==> src/rtl/led_array_ctrl.sv <==
// led_array_ctrl: CHANNELS independent LED drivers (OFF/ON/BLINK/PULSE) sharing a prescaled tick.
// Latency: q reflects an accepted command one clock after the accepting edge; pulse_done is a 1-clock strobe.
// Backpressure: none; s_axis_tready is held at 1 from the first clock after reset, one command per clock.
//
// Ports:
//   clk, rst_n          single clock, asynchronous active-low reset
//   s_axis_tdata[31:0]  command: [PERIOD_W-1:0] period, [17:16] mode, [23:20] duty, [31:24] channel
//   s_axis_tvalid/ready command handshake (accept = tvalid & tready)
//   q[CHANNELS]         LED outputs, active high
//   pulse_done[CHANNELS] one-clock strobe when a PULSE runs to completion
//
// Optional feature macro: LED_ARRAY_PWM_EN adds a 4-bit PWM brightness gate driven by duty.
module led_array_ctrl #(
  parameter int CLK_FREQ_HZ = 125_000_000,
  parameter int TICK_HZ     = 1000,
  parameter int CHANNELS    = 4,
  parameter int PERIOD_W    = 16
) (
  input  logic                clk,
  input  logic                rst_n,
  input  logic [31:0]         s_axis_tdata,
  input  logic                s_axis_tvalid,
  output logic                s_axis_tready,
  output logic [CHANNELS-1:0] q,
  output logic [CHANNELS-1:0] pulse_done
);

  localparam int DIV   = CLK_FREQ_HZ / TICK_HZ;
  localparam int PRE_W = (DIV > 1) ? $clog2(DIV) : 1;

  typedef enum logic [1:0] {
    MODE_OFF   = 2'd0,
    MODE_ON    = 2'd1,
    MODE_BLINK = 2'd2,
    MODE_PULSE = 2'd3
  } mode_e;

  // Handshake: ready rises on the first clock after reset release and stays there.
  logic r_tready;
  always_ff @(posedge clk or negedge rst_n) begin
    if (!rst_n) r_tready <= 1'b0;
    else        r_tready <= 1'b1;
  end
  assign s_axis_tready = r_tready;

  // Shared timebase; commands never disturb its phase.
  logic [PRE_W-1:0] r_pre;
  logic             w_tick;
  assign w_tick = (r_pre == PRE_W'(DIV - 1));
  always_ff @(posedge clk or negedge rst_n) begin
    if (!rst_n)      r_pre <= '0;
    else if (w_tick) r_pre <= '0;
    else             r_pre <= r_pre + PRE_W'(1);
  end

  // Command decode.
  logic                w_acc;
  logic [7:0]          w_cmd_ch;
  mode_e               w_cmd_mode;
  logic [PERIOD_W-1:0] w_cmd_raw;
  logic [PERIOD_W-1:0] w_cmd_period;
  logic                w_unused;

  assign w_acc        = s_axis_tvalid & r_tready;
  assign w_cmd_ch     = s_axis_tdata[31:24];
  assign w_cmd_mode   = mode_e'(s_axis_tdata[17:16]);
  assign w_cmd_raw    = s_axis_tdata[PERIOD_W-1:0];
  // A zero period would make count == period-1 unreachable; treat it as 1.
  assign w_cmd_period = (w_cmd_raw == '0) ? PERIOD_W'(1) : w_cmd_raw;
  // Reserved/ignored command bits are folded here so they are visibly intentional.
  assign w_unused     = ^s_axis_tdata;

`ifdef LED_ARRAY_PWM_EN
  logic [3:0] r_pwm;
  always_ff @(posedge clk or negedge rst_n) begin
    if (!rst_n) r_pwm <= 4'd0;
    else        r_pwm <= r_pwm + 4'd1;
  end
`endif

  for (genvar g = 0; g < CHANNELS; g++) begin : g_ch
    mode_e               r_mode;
    logic [PERIOD_W-1:0] r_period;
    logic [PERIOD_W-1:0] r_count;
    logic                r_state;
    logic                r_pd;
    logic                w_hit;
    logic                w_last;

    // Out-of-range indices match no channel, so they are accepted and dropped.
    assign w_hit  = w_acc && (w_cmd_ch == 8'(g));
    assign w_last = (r_count == (r_period - PERIOD_W'(1)));

    always_ff @(posedge clk or negedge rst_n) begin
      if (!rst_n) begin
        r_mode   <= MODE_OFF;
        r_period <= PERIOD_W'(1);
        r_count  <= '0;
        r_state  <= 1'b0;
        r_pd     <= 1'b0;
      end else begin
        r_pd <= 1'b0;
        if (w_hit) begin
          // A command always wins over a coincident tick and restarts the channel.
          r_mode   <= w_cmd_mode;
          r_period <= w_cmd_period;
          r_count  <= '0;
          r_state  <= (w_cmd_mode != MODE_OFF);
        end else if (w_tick) begin
          case (r_mode)
            MODE_BLINK: begin
              if (w_last) begin
                r_state <= ~r_state;
                r_count <= '0;
              end else begin
                r_count <= r_count + PERIOD_W'(1);
              end
            end
            MODE_PULSE: begin
              if (w_last) begin
                r_state <= 1'b0;
                r_mode  <= MODE_OFF;
                r_pd    <= 1'b1;
              end else begin
                r_count <= r_count + PERIOD_W'(1);
              end
            end
            default: ;
          endcase
        end
      end
    end

    assign pulse_done[g] = r_pd;

`ifdef LED_ARRAY_PWM_EN
    logic [3:0] r_duty;
    always_ff @(posedge clk or negedge rst_n) begin
      if (!rst_n)     r_duty <= 4'd15;
      else if (w_hit) r_duty <= s_axis_tdata[23:20];
    end
    // duty 15 keeps the LED fully on; duty 0 lights it 1 clock in 16.
    assign q[g] = r_state & (r_pwm <= r_duty);
`else
    assign q[g] = r_state;
`endif
  end

endmodule

==> config.mk <==
export PLATFORM = sky130hd
export DESIGN_NAME = led_array_ctrl
export DESIGN_NICKNAME = d
export VERILOG_FILES = /design/src/rtl/led_array_ctrl.sv
export SDC_FILE = /design/constraint.sdc
export NUM_CORES = 1
export LEC_CHECK = 0
export CELL_PAD_IN_SITES_DETAIL_PLACEMENT = 1
export CELL_PAD_IN_SITES_GLOBAL_PLACEMENT = 1
export CORE_MARGIN = 2
export CORE_UTILIZATION = 45
export CTS_CLUSTER_DIAMETER = 30
export DETAILED_ROUTE_END_ITERATION = 10
export DONT_BUFFER_PORTS = 1
export PLACE_DENSITY_LB_ADDON = 0.1
export SLEW_MARGIN = 40
export SYNTH_ARGS = -nofsm -noshare
export SYNTH_HDL_FRONTEND = slang
export SYNTH_SLANG_ARGS = --single-unit
==> constraint.sdc <==
create_clock -name clk -period 3.2 [get_ports clk]
set_input_delay 0.64 -clock clk [delete_from_list [all_inputs] [get_ports clk]]
set_output_delay 0.64 -clock clk [all_outputs]
set_load 0.03 [all_outputs]
==> results of run 1 <==
state kept, by name (all words and copies together), names as in the netlist:
signal and flops:
g_ch.r_state 4, g_ch.r_count 64, g_ch.r_period 64, g_ch.r_mode 8, s_axis_tready 1, r_pre 17
g_ch.r_pd 4
final timing paths:
check,from,end,cells past startpoint
setup / recovery,g_ch[2].r_period[1]$_DFFE_PN0P_,g_ch[2].r_count[3]$_DFFE_PN0P_,12
min in group clk,s_axis_tdata[17],g_ch[0].r_mode[1]$_DFFE_PN0P_,2
hold reg to reg,r_pre[16]$_DFF_PN0_,r_pre[16]$_DFF_PN0_,1
hold / removal,rst_n,g_ch[2].r_count[3]$_DFFE_PN0P_,0
setup reg to reg,g_ch[2].r_period[1]$_DFFE_PN0P_,g_ch[2].r_count[3]$_DFFE_PN0P_,12
max in group asynchronous,rst_n,g_ch[3].r_period[0]$_DFFE_PN1P_,0
per-stage QoR:
step,util (%),power [uW]
6_report,53.4,4520
5_1_grt,53.4,4670
4_1_cts,52.0,4520
3_5_place_dp,49.3,2420
3_3_place_gp,49.3,2410
2_1_floorplan,-,2330
Yosys cell counts, types with 10 or more instances:
cell and number:
xor2_1 33, clkbuf_1 44, o21ai_0 49, or3_1 21, buf_4 11, nor3_1 41, and3_1 15, nor4_1 31
nor3b_1 15, dfrtp_1 158, mux2_2 17, a211o_1 23, a21oi_1 19, nand3_1 61, nand3b_1 10, xnor2_1 55
or4_1 12, inv_1 26, nand2_1 234, nand4_1 19, a31oi_1 14, or2_2 14, nor2_1 70
what timing repair did:
action	in CTS	in global routing
gates cloned	0	1
endpoints found under the setup margin	16	64
endpoints found under the hold margin	158	158
gates resized for setup	5	53
pin swaps	1	21
buffers inserted	0	7
worst register-to-register path, stage by stage, from the launching register on:
cell	delay, ps
dfrtp_1	380
inv_1	70
ha_1	150
or4b_4	540
or4_1	530
o311a_1	150
a22oi_2	160
nand4b_1	200
buf_4	200
o21ai_2	150
buf_4	160
nor2_1	50
a211o_1	250
power groups by stage:
stage	clock network (uW)	registers [uW]	logic (uW)
floorplan	0	2140	188
global placement	0	2150	260
detailed placement	0	2150	270
CTS	2130	2120	276
global route	2210	2130	337
finish	2100	2120	303
final cells by class:
cell class,instances,share of cell area [%]
multi-input cells,934,50.5
flip-flops and latches,162,33.9
repair buffers,97,6.96
clock buffers,25,3.88
well taps,285,2.97
clock inverters,7,0.939
inverters,26,0.814
diodes,1,0.0209
logic make-up (layout without fill, tap and decap cells):
| kind of cell | count (synthesis) | count (layout) | synth area share, % |
|---|---|---|---|
| and+or+nand+nor | 609 | 609 | 30.7 |
| DFF | 162 | 162 | 39.8 |
| xor gates and xnor gates | 88 | 88 | 7.56 |
| muxes | 19 | 19 | 2.07 |
| other | 1 | 2 | 0.0368 |
| adders and majority gates | 10 | 10 | 1.20 |
| buffers and inverters | 93 | 155 | 4.09 |
| AOI/OAI and AO/OA | 207 | 207 | 14.5 |
metal layers:
metal,global-route usage (%),share of wire (%),vias up
met5,0,0.064,-
met4,7.19,1.9,2
met3,4.88,2.9,41
met2,42.4,48,79
met1,34.3,47,4517
li1,-,-,4357
==> impl_metrics.tcl, run 1 <==
set metrics [dict create \
    port_buffers 0 \
    tightestPinTransition_ps 813 \
    drive_gt1_share_pct 18.2 \
    final_cells 1537 \
    grt_max_degree 163 \
    clock_latency_ps 440 \
    violations "negative hold slack" \
    synthesis.nets 1233 \
    antenna_found_initial 2 \
    stdcell_area_mm2 0.0120 \
    place_ws_ps -66.3 \
    synth_cell_types 93 \
    p_sw_uw 1050 \
    final_common_cell "nand2_1" \
    cts.sinks 162 \
    cts_root_buf "clkbuf_16" \
    seq_area_frac_synth_pct 39.8 \
    finalWorstSetupSlack_ps 89.5 \
    leakagePower_uw 0.00526 \
    netlist.area_leader.share_pct 38.8 \
    grt_pass1_wl_mm 48.9 \
    fill_cells 2647 \
    num_vias 8996 \
    die-height_um 155 \
    maxSlewViolCount 0 \
    end_kind "register" \
    slew_headroom_pct 45.1 \
    crit_top_cell "buf_4" \
    skew_ps 13.9 \
    pwr-share-comb_pct 6.7 \
    nets 1282 \
    die_w_um 155 \
    route.detailed.drc 0 \
    worst_ep_required_time_ps 3530 \
    power_density_mw_per_mm2 377 \
    fmax_mhz 321 \
    h-tree-depth 4 \
    slowest_stage "or4b_4" \
    rows 55 \
    pwr-share-seq_pct 46.9 \
    crit_buf_inv 3 \
    routedWlPerCell_um 19.2 \
    viasPerCell 5.85 \
    syn_avg_cell_area_um2 8.57 \
    synth_area_mm2 0.0102 \
    fin_crit_sh_pct 97.2 \
    crit_type "register to register" \
    ir_worst_vdd_mv 0.290 \
    cp_slowest_stage_delay_ps 540 \
    cap_violations 0 \
    first_pass_iters 5 \
    path_cells "inv_1 -> ha_1 -> or4b_4 -> or4_1 -> o311a_1 -> a22oi_2 -> nand4b_1 -> buf_4 -> o21ai_2 -> buf_4 -> nor2_1 -> a211o_1" \
    tritoncts "built" \
    initial_core_util_pct 45.4 \
    synth_cells 1189 \
    synth_warnings 0 \
    startpoint_type "register" \
    fp.coreArea_mm2 0.0224 \
    worstPathMaxFanout 7 \
    place.gp.congestion 0.812 \
    hold_slack_ps -108 \
    ff_latch_area_mm2 0.00406 \
    synth_top_flop_cell "dfrtp_1" \
    arrival_ps 3440 \
    hp-class "primary input to asynchronous set/reset pin" \
    area_delta_synth_final_pct 17.6 \
    setup_viol 0 \
    crit_family "simple AND/OR/NAND/NOR gates" \
    clkTransAtPathRegs_ps 60 \
    sw_frac_of_total_pct 23.2 \
    grt.total_usage_pct 25.6 \
    io_pins 44 \
    grt.overflow.total 0 \
    postRouteAntennaNets 0 \
    place_area_mm2 0.0111 \
    async_reset_ff_share_pct 100 \
    totalWireLength_mm 29.5 \
    drt_iter0_markers 456 \
    rsz0062_at_grt "yes" \
    multi_input_area_mm2 0.00606 \
    tns_ps 0 \
    ys_ff_latch 162 \
    grt_pass1_vias 9318 \
    outcome "finished, violations left" \
    cts.path.max_buffers 2 \
    min_period_ps 3110 \
    numCtsBuffers 17 \
    ff2ff_setup_slack_ps 90 \
    synth.area.top_cells "dfrtp_1, nand2_1, xnor2_1" \
    final_cell_mix "nand2_1, dfrtp_1, buf_4, nor2_1, nand3_1" \
    synth_area_leader_cell "dfrtp_1" \
    dp_hpwl_mm 20.9 \
    p_clk_share_pct 46.4 \
    intPower_uw 3470 \
    synth_edf_count 0 \
    dieArea_mm2 0.0239 \
    placedCellCount 1496 \
    hold_violations 158 \
]
Note: power is estimated with default switching activity, not from simulation.
==> run 2: changes to the inputs <==
Settings changed: CELL_PAD_IN_SITES_DETAIL_PLACEMENT 1 to 0.
==> run 2 against run 1 <==
Effect of this change: wire length shrank 9.1%; clock skew shrank 0.61 ps; cell count hardly changed; global-route usage down 2.3 points; non-clock buffer count increased by 2; the run still ends with negative hold slack left; sequential cell count stayed put; worst hold slack better by 3.5 ps; combinational power down 4%.
==> impl_metrics.tcl, run 2 (synthesis gave the netlist of run 1 again) <==
set metrics [dict create \
    p_sw_uw 1110 \
    grt_pass1_vias 8354 \
    die_w_um 155 \
    power_density_mw_per_mm2 366 \
    die-height_um 155 \
    numCtsBuffers 17 \
    area_delta_synth_final_pct 17.2 \
    fin_crit_sh_pct 96.0 \
    first_pass_iters 5 \
    worst_ep_required_time_ps 3520 \
    busiest_layer "met2" \
    power_uw 4380 \
    intPower_uw 3270 \
    crit_type "register to register" \
    final_cell_mix "nand2_1, dfrtp_1, buf_4, nor2_1, nand3_1" \
    cts.sinks 162 \
    p_clk_share_pct 44.9 \
    grt.met1_usage_pct 33.4 \
    dieArea_mm2 0.0239 \
    outcome "finished, violations left" \
    clock_latency_ps 430 \
    pwr-share-seq_pct 48.4 \
    grt_pass1_wl_mm 44.5 \
    ff2ff_setup_slack_ps 130 \
    hold_violations 158 \
    routedWlPerCell_um 17.5 \
    fmax_mhz 325 \
    pwr-share-comb_pct 6.6 \
    tightestPinTransition_ps 758 \
    initial_core_util_pct 45.4 \
    skew_ps 13.3 \
    route.detailed.drc 0 \
    io_pins 44 \
    end_kind "register" \
    crit_start "g_ch[2].r_period[1]$_DFFE_PN0P_" \
    postRouteAntennaNets 0 \
    sw_frac_of_total_pct 25.3 \
    arrival_ps 3390 \
    drive_gt1_share_pct 18.6 \
    clkTransAtPathRegs_ps 70 \
    viasPerCell 5.66 \
    placedCellCount 1496 \
    maxSlewViolCount 0 \
    drt_iter0_markers 469 \
    place.gp.congestion 0.812 \
    worstPathMaxFanout 7 \
    ir_worst_vdd_mv 0.320 \
    grtUsageMet3_pct 3.42 \
    final_cells 1538 \
    reg_top3 "g_ch.r_count x64, g_ch.r_period x64, r_pre x17" \
    cts.path.max_buffers 2 \
    leakagePower_uw 0.00528 \
    slew_headroom_pct 48.8 \
    grt.total_usage_pct 23.2 \
    setup_viol 0 \
    place_area_mm2 0.0111 \
    stdcell_area_mm2 0.0119 \
    diodes 0 \
    rows 55 \
    hold_slack_ps -104 \
    antenna_found_initial 1 \
    hp-class "primary input to asynchronous set/reset pin" \
    cap_violations 0 \
    nets 1284 \
    reg2reg_from "g_ch[2].r_period[1]$_DFFE_PN0P_" \
    grt_max_degree 163 \
    dp_hpwl_mm 18.9 \
    grt.overflow.total 0 \
    final_common_cell "nand2_1" \
    cts_root_buf "clkbuf_16" \
    totalWireLength_mm 26.9 \
    fp.coreArea_mm2 0.0224 \
    violations "negative hold slack" \
    min_period_ps 3070 \
    h-tree-depth 4 \
    num_vias 8703 \
    port_buffers 0 \
    tritoncts "built" \
    met2_usage_pct 37.2 \
    startpoint_type "register" \
]
## run 2: cell count changes in the layout (fill, tap and decap cells not counted), sizes merged
cell,change
diode,-1
buf,+2
inv,+4
bufinv,-3
clkbuf,-6
clkinv,+4
clkinvlp,+1
## run 2: worst max-delay path, cell delays in order, from the launching register on
cell and delay, ps:
dfrtp_1 400, inv_2 60, ha_2 160, or4b_4 530, buf_6 160, o31a_1 280
nor4_2 230, or3_1 170, nand4b_1 180, buf_4 200, o21ai_4 160, buf_6 130
nor2_1 40, a211o_1 260
## run 2: timing repair
action | CTS | global route
resized for setup | 3 | 52
pin swaps | 1 | 26
endpoints found under the setup margin | 16 | 58
hold endpoints to repair | 158 | 158
buffers inserted | 1 | 8
gates cloned | 0 | 1
## run 2: power groups by stage
| stage | registers (uW) | clock network, uW | logic [uW] |
|---|---|---|---|
| after floorplan | 2140 | 0 | 188 |
| after global placement | 2150 | 0 | 260 |
| after detailed placement | 2150 | 0 | 264 |
| after CTS | 2120 | 2020 | 266 |
| after global routing | 2120 | 2100 | 324 |
| final | 2120 | 1970 | 291 |
## run 2: path summary, 6_finish.rpt
path                                               endpoint  cells after the start
min                          g_ch[2].r_count[3]$_DFFE_PN0P_                      0
max in group asynchronous   g_ch[3].r_period[0]$_DFFE_PN1P_                      0
max reg2reg                  g_ch[2].r_count[3]$_DFFE_PN0P_                     13
min reg2reg                             r_pre[16]$_DFF_PN0_                      1
max                          g_ch[2].r_count[3]$_DFFE_PN0P_                     13
min in group clk           g_ch[3].r_period[14]$_DFFE_PN0P_                      2
## run 2: routing by layer
layer | vias to the layer above | routed length, um | share of wire (%)
met5 | - | 13 | 0.048
met4 | 2 | 386 | 1.4
met3 | 27 | 900 | 3.3
met2 | 147 | 12300 | 46
met1 | 4151 | 13300 | 49
li1 | 4376 | - | -
## run 2: stage by stage
stage          utilization (%)  TNS (ps)  hold WS, ps  worst slack [ps]
2_1_floorplan                -     -4.18          344             -4.18
3_3_place_gp              49.3         0          350              18.1
3_5_place_dp              49.3     -33.0          349             -10.1
4_1_cts                   51.9         0         -117              12.7
5_1_grt                   53.2     -91.6         -117             -44.3
6_report                  53.2         0         -104               128
## run 2: area by class of cell
type                       count  area [um2]
fill                        2137       10500
multi-input combinational    934        6030
sequential                   162        4060
timing repair buffer          99         850
clock buffer                  19         453
tap                          285         357
clock inverter                13         103
inverter                      26        97.6
==> run 3: changes to the inputs <==
Settings changed: CORE_UTILIZATION 45 to 53, SETUP_SLACK_MARGIN set to 0.5.
Clock period 3.2 ns to 3.9 ns, I/O delays scaled along.
==> run 3 against run 2 <==
Effect of this change: the flow now finishes without violations; final area down 6.0%; sequential power down 17%; worst hold slack better by 150 ps; worst setup slack better by 490 ps; fmax down 6.3%; power down 18%; largest cell class unchanged.
==> impl_metrics.tcl, run 3 (synthesis gave the netlist of run 1 again) <==
set metrics [dict create \
    outcome "finished clean" \
    die_w_um 143 \
    slowest_stage "or4b_2" \
    hp-class "primary input to asynchronous set/reset pin" \
    die-height_um 143 \
    clkTransAtPathRegs_ps 60 \
    grt_pass1_wl_mm 41.1 \
    grt_pass1_vias 8061 \
    crit_buf_inv 2 \
    cts_root_buf "clkbuf_16" \
    rows 50 \
    finalWorstSetupSlack_ps 620 \
    viasPerCell 6.02 \
    worst-path-stages 11 \
    tritoncts "built" \
    leakagePower_uw 0.00488 \
    dieArea_mm2 0.0204 \
    nets 1223 \
    fin_crit_sh_pct 84.1 \
    cts_hold_buf 0 \
    ff2ff_setup_slack_ps 620 \
    end_kind "register" \
    crit_type "register to register" \
    place.gp.congestion 0.881 \
    route.detailed.drc 0 \
    clock_latency_ps 430 \
    hold_violations 0 \
    rr_worst_depth 11 \
    drive_gt1_share_pct 12.8 \
    numCtsBuffers 17 \
    worst_ep_required_time_ps 4200 \
    antenna_found_initial 1 \
    cap_violations 0 \
    final_cell_mix "nand2_1, dfrtp_1, nor2_1, nand3_1, xnor2_1" \
    totalWireLength_mm 25.2 \
    setup_viol 0 \
    crit_family "simple AND/OR/NAND/NOR gates" \
    tns_ps 0 \
    grt_max_degree 163 \
    ir_worst_vdd_mv 0.321 \
    arrival_ps 3580 \
    min_period_ps 3280 \
    port_buffers 0 \
    cp_slowest_stage_delay_ps 720 \
    fmax_mhz 305 \
    slew_headroom_pct 53.8 \
    power_density_mw_per_mm2 321 \
    skew_ps 13.6 \
    drt_iter0_markers 637 \
    io_pins 44 \
    startpoint_type "register" \
    rsz0062_at_grt "yes" \
    path_cells "inv_1 -> ha_1 -> nor2b_1 -> o21bai_1 -> nand3_1 -> or4b_2 -> nor4b_4 -> nand2b_1 -> buf_4 -> nor3b_1 -> a211o_1" \
    final_core_util_pct 59.8 \
    power_uw 3600 \
    cts.path.max_buffers 2 \
    multi_input_area_mm2 0.00591 \
    num_vias 8585 \
    ff_latch_area_mm2 0.00406 \
    reg_top3 "g_ch.r_count x64, g_ch.r_period x64, r_pre x17" \
    dp_hpwl_mm 17.0 \
    routedWlPerCell_um 17.7 \
    tightestPinTransition_ps 691 \
    fill_cells 1683 \
    initial_core_util_pct 54.3 \
    grt.overflow.total 0 \
    cts.sinks 162 \
    fp.coreArea_mm2 0.0188 \
    grt.total_usage_pct 25.4 \
    final_common_cell "nand2_1" \
    postRouteAntennaNets 0 \
    area_delta_synth_final_pct 10.2 \
    maxSlewViolCount 0 \
    worstPathMaxFanout 13 \
    place_ws_ps 420 \
    h-tree-depth 4 \
    first_pass_iters 5 \
]
## run 3: path summary, 6_finish.rpt
check / startpoint / end
setup / recovery: g_ch[1].r_period[0]$_DFFE_PN1P_ / g_ch[1].r_count[2]$_DFFE_PN0P_
hold / removal: rst_n / g_ch[0].r_count[14]$_DFFE_PN0P_
setup reg to reg: g_ch[1].r_period[0]$_DFFE_PN1P_ / g_ch[1].r_count[2]$_DFFE_PN0P_
hold reg to reg: g_ch[3].r_period[0]$_DFFE_PN1P_ / g_ch[3].r_period[0]$_DFFE_PN1P_
max in group asynchronous: rst_n / g_ch[3].r_period[0]$_DFFE_PN1P_
min in group clk: s_axis_tdata[14] / g_ch[0].r_period[14]$_DFFE_PN0P_
## run 3: worst reg2reg max path: cells and delay by family (launching register included)
| kind | cells | cell delay, ps |
|---|---|---|
| AND/OR/NAND/NOR | 6 | 1580 |
| flip-flops | 1 | 570 |
| AO/OA/AOI/OAI | 2 | 540 |
| buffers and inverters | 2 | 240 |
| adder cells (fa/ha/maj) | 1 | 230 |
## run 3: cell type report
| cell class | count | share of cell area (%) |
|---|---|---|
| Inverter | 26 | 0.869 |
| Antenna cell | 1 | 0.0223 |
| Multi-Input combinational cell | 935 | 52.6 |
| Sequential cell | 162 | 36.2 |
| Tap cell | 234 | 2.61 |
| Clock inverter | 9 | 0.958 |
| Timing Repair Buffer | 37 | 2.55 |
| Clock buffer | 23 | 4.17 |
## run 3: routing by layer
layer  GRT usage, %  share of wire [%]  vias up
li1               -                  -     4248
met1           36.0                 48     4126
met2           39.7                 45      185
met3           4.90                5.0       26
met4           7.40                1.4        0
met5              0                  0        -
## run 3: repair_timing
action / in CTS / in global routing
resized for setup: 3 / 37
setup endpoints to repair: 17 / 72
cloned: 0 / 2
setup buffers: 2 / 9
pin swaps: 2 / 8
## run 3: where the power goes
group          leakage, uW  internal [uW]  total, uW  switching (uW)
combinational      0.00252           91.0        192             101
sequential         0.00208           1710       1750            41.8
clock             0.000278            977       1660             687
total              0.00488           2770       3600             829
## run 3: stage by stage
step,instance area (um2),hold WS [ps],cells
final,11200,42.8,1427
after detailed placement,10400,485,1381
after CTS,11000,25.3,1415
after floorplan,10200,448,1189
after global placement,10400,482,1381
after global routing,11200,24.8,1427
